**src/rtl/alu_mdu_control.sv**
```systemverilog
// alu_mdu_control: EX-stage ALU decode plus an iterative multiply/divide unit with HI/LO registers.
// Revision 1.0
`default_nettype none

module alu_mdu_control #(
  parameter int DATA_W = 32,
  parameter int OP_W   = 4
) (
  input  logic              clk,
  input  logic              arst_n,
  input  logic              ex_valid,
  input  logic              flush,
  input  logic [1:0]        alu_op,
  input  logic [5:0]        function_field,
  input  logic [DATA_W-1:0] operand_a,
  input  logic [DATA_W-1:0] operand_b,
  output logic [OP_W-1:0]   alu_control,
  output logic              mf_sel,
  output logic [DATA_W-1:0] mdu_result,
  output logic              stall,
  output logic              mdu_busy
);

  localparam logic [5:0] F_MULT  = 6'b011000;
  localparam logic [5:0] F_MULTU = 6'b011001;
  localparam logic [5:0] F_DIV   = 6'b011010;
  localparam logic [5:0] F_DIVU  = 6'b011011;
  localparam logic [5:0] F_MFHI  = 6'b010000;
  localparam logic [5:0] F_MFLO  = 6'b010010;
  localparam logic [DATA_W-1:0] CNT_LAST = DATA_W'(DATA_W - 1);

  typedef enum logic [1:0] {S_IDLE = 2'd0, S_RUN = 2'd1, S_FIX = 2'd2} state_t;

  state_t              state_q, state_d;
  logic [DATA_W-1:0]   cnt_q, cnt_d;
  logic [DATA_W-1:0]   hi_q, hi_d, lo_q, lo_d;
  logic [DATA_W-1:0]   acc_hi_q, acc_hi_d, acc_lo_q, acc_lo_d;
  logic [DATA_W-1:0]   b_q, b_d, a_raw_q, a_raw_d;
  logic                div_q, div_d, neg_q, neg_d, neg_a_q, neg_a_d;
  logic                done_q, done_d;

  logic              r_type, is_arith, is_mf, is_signed, a_neg, b_neg, start;
  logic [DATA_W-1:0] a_mag, b_mag;
  logic [DATA_W:0]   mul_sum, div_shift, div_diff;
  logic [2*DATA_W-1:0] prod_fix;

  assign r_type    = ex_valid & (alu_op == 2'd2);
  assign is_arith  = (function_field == F_MULT) | (function_field == F_MULTU) |
                     (function_field == F_DIV)  | (function_field == F_DIVU);
  assign is_mf     = (function_field == F_MFHI) | (function_field == F_MFLO);
  assign is_signed = ~function_field[0];
  assign a_neg     = is_signed & operand_a[DATA_W-1];
  assign b_neg     = is_signed & operand_b[DATA_W-1];
  assign a_mag     = a_neg ? -operand_a : operand_a;
  assign b_mag     = b_neg ? -operand_b : operand_b;

  // done_q covers the one cycle the finished instruction is still in EX, so it must not restart.
  assign start     = r_type & is_arith & (state_q == S_IDLE) & ~flush & ~done_q;
  assign mdu_busy  = (state_q != S_IDLE);
  assign stall     = r_type & (is_arith | is_mf) & (mdu_busy | start);
  assign mf_sel    = r_type & is_mf;

  always_comb begin
    mdu_result = '0;
    if (r_type && function_field == F_MFHI) mdu_result = hi_q;
    else if (r_type && function_field == F_MFLO) mdu_result = lo_q;
  end

  always_comb begin
    alu_control = '0;
    case (alu_op)
      2'd0: alu_control = OP_W'(2);
      2'd1: alu_control = OP_W'(5);
      2'd2: begin
        case (function_field)
          6'b100000: alu_control = OP_W'(2);
          6'b100010: alu_control = OP_W'(5);
          6'b100100: alu_control = OP_W'(0);
          6'b100101: alu_control = OP_W'(1);
          6'b100111: alu_control = OP_W'(12);
          6'b101010: alu_control = OP_W'(7);
          6'b000000: alu_control = OP_W'(3);
          6'b000010: alu_control = OP_W'(4);
          default:   alu_control = '0;
        endcase
      end
      default: alu_control = '0;
    endcase
  end

  // Multiply: {acc_hi,acc_lo} is the shift-add product register, multiplier in acc_lo.
  // Divide: acc_hi is the partial remainder, acc_lo shifts dividend out and quotient in.
  assign mul_sum   = {1'b0, acc_hi_q} + (acc_lo_q[0] ? {1'b0, b_q} : '0);
  assign div_shift = {acc_hi_q, acc_lo_q[DATA_W-1]};
  assign div_diff  = div_shift - {1'b0, b_q};
  assign prod_fix  = neg_q ? -{acc_hi_q, acc_lo_q} : {acc_hi_q, acc_lo_q};

  always_comb begin
    state_d  = state_q;
    cnt_d    = cnt_q;
    hi_d     = hi_q;
    lo_d     = lo_q;
    acc_hi_d = acc_hi_q;
    acc_lo_d = acc_lo_q;
    b_d      = b_q;
    a_raw_d  = a_raw_q;
    div_d    = div_q;
    neg_d    = neg_q;
    neg_a_d  = neg_a_q;
    done_d   = 1'b0;
    case (state_q)
      S_IDLE: begin
        if (start) begin
          state_d  = S_RUN;
          cnt_d    = '0;
          acc_hi_d = '0;
          acc_lo_d = a_mag;
          b_d      = b_mag;
          a_raw_d  = operand_a;
          div_d    = function_field[1];
          neg_d    = a_neg ^ b_neg;
          neg_a_d  = a_neg;
        end
      end
      S_RUN: begin
        if (div_q) begin
          if (!div_diff[DATA_W]) begin
            acc_hi_d = div_diff[DATA_W-1:0];
            acc_lo_d = {acc_lo_q[DATA_W-2:0], 1'b1};
          end else begin
            acc_hi_d = div_shift[DATA_W-1:0];
            acc_lo_d = {acc_lo_q[DATA_W-2:0], 1'b0};
          end
        end else begin
          {acc_hi_d, acc_lo_d} = {mul_sum, acc_lo_q[DATA_W-1:1]};
        end
        cnt_d = cnt_q + 1'b1;
        if (cnt_q == CNT_LAST) begin
          state_d = S_FIX;
          cnt_d   = '0;
        end
      end
      S_FIX: begin
        state_d = S_IDLE;
        done_d  = 1'b1;
        if (!div_q) begin
          {hi_d, lo_d} = prod_fix;
        end else if (b_q == '0) begin
          lo_d = '1;
          hi_d = a_raw_q;
        end else begin
          lo_d = neg_q   ? -acc_lo_q : acc_lo_q;
          hi_d = neg_a_q ? -acc_hi_q : acc_hi_q;
        end
      end
      default: state_d = S_IDLE;
    endcase
    if (flush) begin
      state_d = S_IDLE;
      cnt_d   = '0;
      hi_d    = hi_q;
      lo_d    = lo_q;
      done_d  = 1'b0;
    end
  end

  always_ff @(posedge clk or negedge arst_n) begin
    if (!arst_n) begin
      state_q  <= S_IDLE;
      cnt_q    <= '0;
      hi_q     <= '0;
      lo_q     <= '0;
      acc_hi_q <= '0;
      acc_lo_q <= '0;
      b_q      <= '0;
      a_raw_q  <= '0;
      div_q    <= 1'b0;
      neg_q    <= 1'b0;
      neg_a_q  <= 1'b0;
      done_q   <= 1'b0;
    end else begin
      state_q  <= state_d;
      cnt_q    <= cnt_d;
      hi_q     <= hi_d;
      lo_q     <= lo_d;
      acc_hi_q <= acc_hi_d;
      acc_lo_q <= acc_lo_d;
      b_q      <= b_d;
      a_raw_q  <= a_raw_d;
      div_q    <= div_d;
      neg_q    <= neg_d;
      neg_a_q  <= neg_a_d;
      done_q   <= done_d;
    end
  end

endmodule

`default_nettype wire
```
**config.mk**
```make
export PLATFORM = sky130hd
export DESIGN_NAME = alu_mdu_control
export DESIGN_NICKNAME = d
export VERILOG_FILES = /design/src/rtl/alu_mdu_control.sv
export SDC_FILE = /design/constraint.sdc
export NUM_CORES = 1
export LEC_CHECK = 0
export ABC_AREA = 0
export BUFFER_PORTS_ARGS = -buffer_cell sky130_fd_sc_hd__buf_2
export CORE_ASPECT_RATIO = 0.8
export CORE_UTILIZATION = 45
export CTS_BUF_LIST = sky130_fd_sc_hd__clkbuf_4 sky130_fd_sc_hd__clkbuf_8
export CTS_CLUSTER_SIZE = 10
export DETAILED_ROUTE_END_ITERATION = 6
export GPL_ROUTABILITY_DRIVEN = 1
export PLACE_DENSITY = 0.67
export SYNTH_ARGS = -nofsm -noshare
export SYNTH_HDL_FRONTEND = slang
export SYNTH_SLANG_ARGS = --single-unit
```
**constraint.sdc**
```tcl
create_clock -name clk -period 3.5 [get_ports clk]
set_input_delay 0.35 -clock clk [delete_from_list [all_inputs] [get_ports clk]]
set_output_delay 0.35 -clock clk [all_outputs]
set_load 0.01 [all_outputs]
```
==> insert_results.sql <==
INSERT INTO impl_metrics (metric_group, metric, value, unit) VALUES
('power', 'worst_ir_drop_vdd', '0.000329', 'V'),
('clocking', 'clock_tree_from_tritoncts', 'done', ''),
('die', 'die_area', '40100', 'um2'),
('timing', 'timing.final.crit_share', '95.8', '%'),
('power', 'static-leakage-power', '9.23', 'nW'),
('run_status', 'status', 'finished, final reports clean', ''),
('timing', 'timing.max_slew.rel_slack', '29.6', '%'),
('yosys', 'async_flop_share', '100', '%'),
('die', 'rows', '64', ''),
('die', 'floorplan.core_area', '38500', 'um2'),
('place', 'postPlaceCellArea', '19200', 'um2'),
('drt', 'first_iter_violations', '1541', ''),
('critical_path', 'critical_path.max_stage_delay', '0.40', 'ns'),
('clocking', 'clock_tree.htree_level_count', '2', ''),
('drt', 'final_antenna_net_count', '0', ''),
('timing', 'fin_skew', '0.0380', 'ns'),
('global_route', 'global_route.overflow_total', '0', ''),
('drt', 'wl_per_cell', '19.9', 'um'),
('timing', 'clock.fmax', '298', 'MHz'),
('global_route', 'grt_first_pass_wirelength', '92.3', 'mm'),
('clocking', 'clock_sinks', '230', ''),
('critical_path', 'cp_slowest_cell', 'sky130_fd_sc_hd__fa_1', ''),
('global_route', 'first_global_vias', '16700', ''),
('yosys', 'post_synth_net_total', '2380', ''),
('critical_path', 'worst_ep_required_time', '4.00', 'ns'),
('timing', 'timing.final.crit_period', '3.35', 'ns'),
('yosys', 'synth_top_cell_area_share', '32.5', '%'),
('timing', 'timing.final.max_slew_violations', '0', ''),
('layout', 'layout.core_utilization', '52.9', '%'),
('layout', 'post_layout_nonfiller_instances', '2912', ''),
('power', 'cellPowerDensity', '616', 'nW/um2'),
('yosys', 'synth_cell_types', '76', ''),
('drt', 'vias', '17400', ''),
('yosys', 'yosys.area.top_type', 'sky130_fd_sc_hd__dfrtp_1', ''),
('clocking', 'clock_tree.buffer_depth', '3', ''),
('place', 'dp_cells', '2821', ''),
('die', 'die_width', '224', 'um'),
('drt', 'detailedRoute.firstPassIterationCount', '7', ''),
('yosys', 'yosysSeqAreaShare', '32.5', '%'),
('timing', 'rsz0062_at_grt', 'false', ''),
('timing', 'worst_tran_pin_value', '1.05', 'ns'),
('layout', 'finalInstanceArea', '20400', 'um2'),
('critical_path', 'timing.critical_path.from_type', 'flop', ''),
('global_route', 'grt_util_all_layers', '28.7', '%'),
('global_route', 'antenna_found_initial', '0', ''),
('critical_path', 'end_kind', 'flop', ''),
('yosys', 'post_synth_inst_count', '2233', ''),
('critical_path', 'reg2regPathDepth', '13', ''),
('flow_run', 'maxCapViolations', '0', ''),
('drt', 'drt-vias-per-instance', '5.98', ''),
('yosys', 'synth-edff-count', '0', ''),
('yosys', 'syn_area_per_cell', '7.93', 'um2'),
('yosys', 'synth-main-ff-cell', 'sky130_fd_sc_hd__dfrtp_1', ''),
('hold_path', 'hold_depth', '3', ''),
('yosys', 'ys_top_cells_by_count', 'sky130_fd_sc_hd__nor2_1 (265), sky130_fd_sc_hd__nand2_1 (263), sky130_fd_sc_hd__dfrtp_1 (230)', ''),
('clocking', 'numCtsBuffers', '42', ''),
('global_route', 'grt_start_max_net_pins', '77', ''),
('critical_path', 'worst_ep_arrival_time', '3.86', 'ns'),
('hold_path', 'hp-class', 'primary input to flop', ''),
('clocking', 'cts.reportedPaths.clkPinSlew', '0.07', 'ns'),
('yosys', 'postSynthRegisterBits', '230', ''),
('yosys', 'synth.cell_area', '17700', 'um2'),
('timing', 'timing_hold_violations_final', '0', ''),
('clocking', 'clockRootBuffer', 'sky130_fd_sc_hd__clkbuf_8', ''),
('timing', 'finalSetupViolations', '0', ''),
('yosys', 'synth_warnings', '0', ''),
('drt', 'drc', '0', ''),
('critical_path', 'timing.critical_path.cells', 'inv_1 > ha_1 > fa_1 > nand2b_1 > a21oi_2 > o21ai_0 > o211a_1 > a211o_1 > nand2_2 > xnor2_2 > buf_12 > mux2_2 > o221ai_1', ''),
('layout', 'areaGrowthSynthToFinish', '15.0', '%'),
('yosys', 'yosys.cell_count.top_type', 'sky130_fd_sc_hd__nor2_1', ''),
('clocking', 'clk-insertion-delay-late', '0.60', 'ns');
## kinds of logic after synthesis
kind of cell / after synthesis / share of synthesized area, %
adder cells (fa/ha/maj): 71 / 5.10
AO/OA/AOI/OAI: 625 / 21.7
AND/OR/NAND/NOR: 789 / 20.2
multiplexers: 90 / 5.10
XOR/XNOR: 221 / 10.9
flip-flops: 230 / 32.5
buffers and inverters: 207 / 4.41
## worst max-delay path: cells and delay by family (launching register included)
family          cells  cell delay [ns]
compound gates      5             1.05
fa+ha+maj           2             0.64
flops               1             0.37
simple gates        2             0.35
mux                 1             0.35
buf+inv             2             0.32
xor+xnor            1             0.19
## final timing paths
kind,startpoint,end,slack [ns]
min in group asynchronous,arst_n,cnt_q[31],0.34
hold / removal,operand_a[18],a_raw_q[18],0.02
hold reg to reg,a_raw_q[5],a_raw_q[5],0.48
setup / recovery,acc_lo_q[31],acc_hi_q[0],0.15
max in group asynchronous,arst_n,b_q[6],2.27
setup reg to reg,acc_lo_q[31],acc_hi_q[0],0.15
## placed cells by master (no fill, tap or decap), types with 11 or more instances in the layout
master / count
sky130_fd_sc_hd__nand4_1: 28
sky130_fd_sc_hd__nor3_1: 45
sky130_fd_sc_hd__dlygate4sd3_1: 12
sky130_fd_sc_hd__a21o_1: 23
sky130_fd_sc_hd__nand2b_1: 18
sky130_fd_sc_hd__nor2_1: 265
sky130_fd_sc_hd__buf_4: 80
sky130_fd_sc_hd__buf_2: 113
sky130_fd_sc_hd__nor4_1: 30
sky130_fd_sc_hd__nand2_1: 262
sky130_fd_sc_hd__clkinv_2: 13
sky130_fd_sc_hd__or3_1: 29
sky130_fd_sc_hd__a22oi_1: 19
sky130_fd_sc_hd__o211ai_1: 13
sky130_fd_sc_hd__o41ai_1: 13
sky130_fd_sc_hd__nor2b_1: 11
sky130_fd_sc_hd__dfrtp_1: 228
sky130_fd_sc_hd__a21oi_1: 183
sky130_fd_sc_hd__a211oi_1: 60
sky130_fd_sc_hd__inv_1: 64
sky130_fd_sc_hd__nand3_1: 35
sky130_fd_sc_hd__o21ai_0: 182
sky130_fd_sc_hd__and3_1: 16
sky130_fd_sc_hd__ha_1: 68
sky130_fd_sc_hd__xnor2_1: 88
sky130_fd_sc_hd__a31oi_1: 20
sky130_fd_sc_hd__clkbuf_8: 50
sky130_fd_sc_hd__mux2i_1: 88
sky130_fd_sc_hd__o31ai_1: 24
sky130_fd_sc_hd__xor2_1: 132
## report_power, final
part	total, mW	switching (mW)	internal (mW)	leakage, nW
logic	6.01	3.49	2.52	5.75
clock network	3.05	1.30	1.75	0.514
registers	3.49	0.497	2.99	2.96
## layer usage
metal | part of all wire (%) | wire [um] | GRT usage (%) | vias to the layer above
met4 | 2.2 | 1290 | 7.07 | 0
met3 | 9.0 | 5210 | 5.87 | 96
met5 | 0 | 0 | 0 | -
met1 | 48 | 27500 | 43.4 | 8338
met2 | 41 | 23900 | 41.5 | 772
li1 | - | - | - | 8202
## what timing repair did
action | CTS | global route
resized for setup | 2 | 17
endpoints found under the setup margin | 4 | 26
gates cloned | 1 | 0
hold endpoints to repair | 83 | 0
hold buffers | 12 | 0
## stage by stage
stage / worst slack [ns] / hold WS (ns) / power [mW]
2_1_floorplan: 0.255 / 0.0544 / 7.45
3_3_place_gp: 0.0233 / 0.373 / 9.13
3_5_place_dp: -0.0171 / 0.377 / 9.19
4_1_cts: 0.0182 / 0.000641 / 12.4
5_1_grt: 0.00231 / 0.0239 / 13.3
6_report: 0.146 / 0.0171 / 12.6
## sequential cells by signal, summed over array words and instances (netlist names)
| name | cells |
|---|---|
| hi_q | 32 |
| neg_q | 1 |
| a_raw_q | 32 |
| b_q | 32 |
| neg_a_q | 1 |
| acc_hi_q | 32 |
| acc_lo_q | 32 |
| state_q | 2 |
| done_q | 1 |
| lo_q | 32 |
| cnt_q | 32 |
| div_q | 1 |
## cell type report
class                   count  area (um2)
inverters                  67         251
clock buffers              56         733
repair buffers            213        1450
clock inverters            22         246
multi-input cells        1796       11300
flip-flops and latches    230        5760
well taps                 528         661
fillers                  3674       18100
Note: power is estimated with default switching activity, not from simulation.
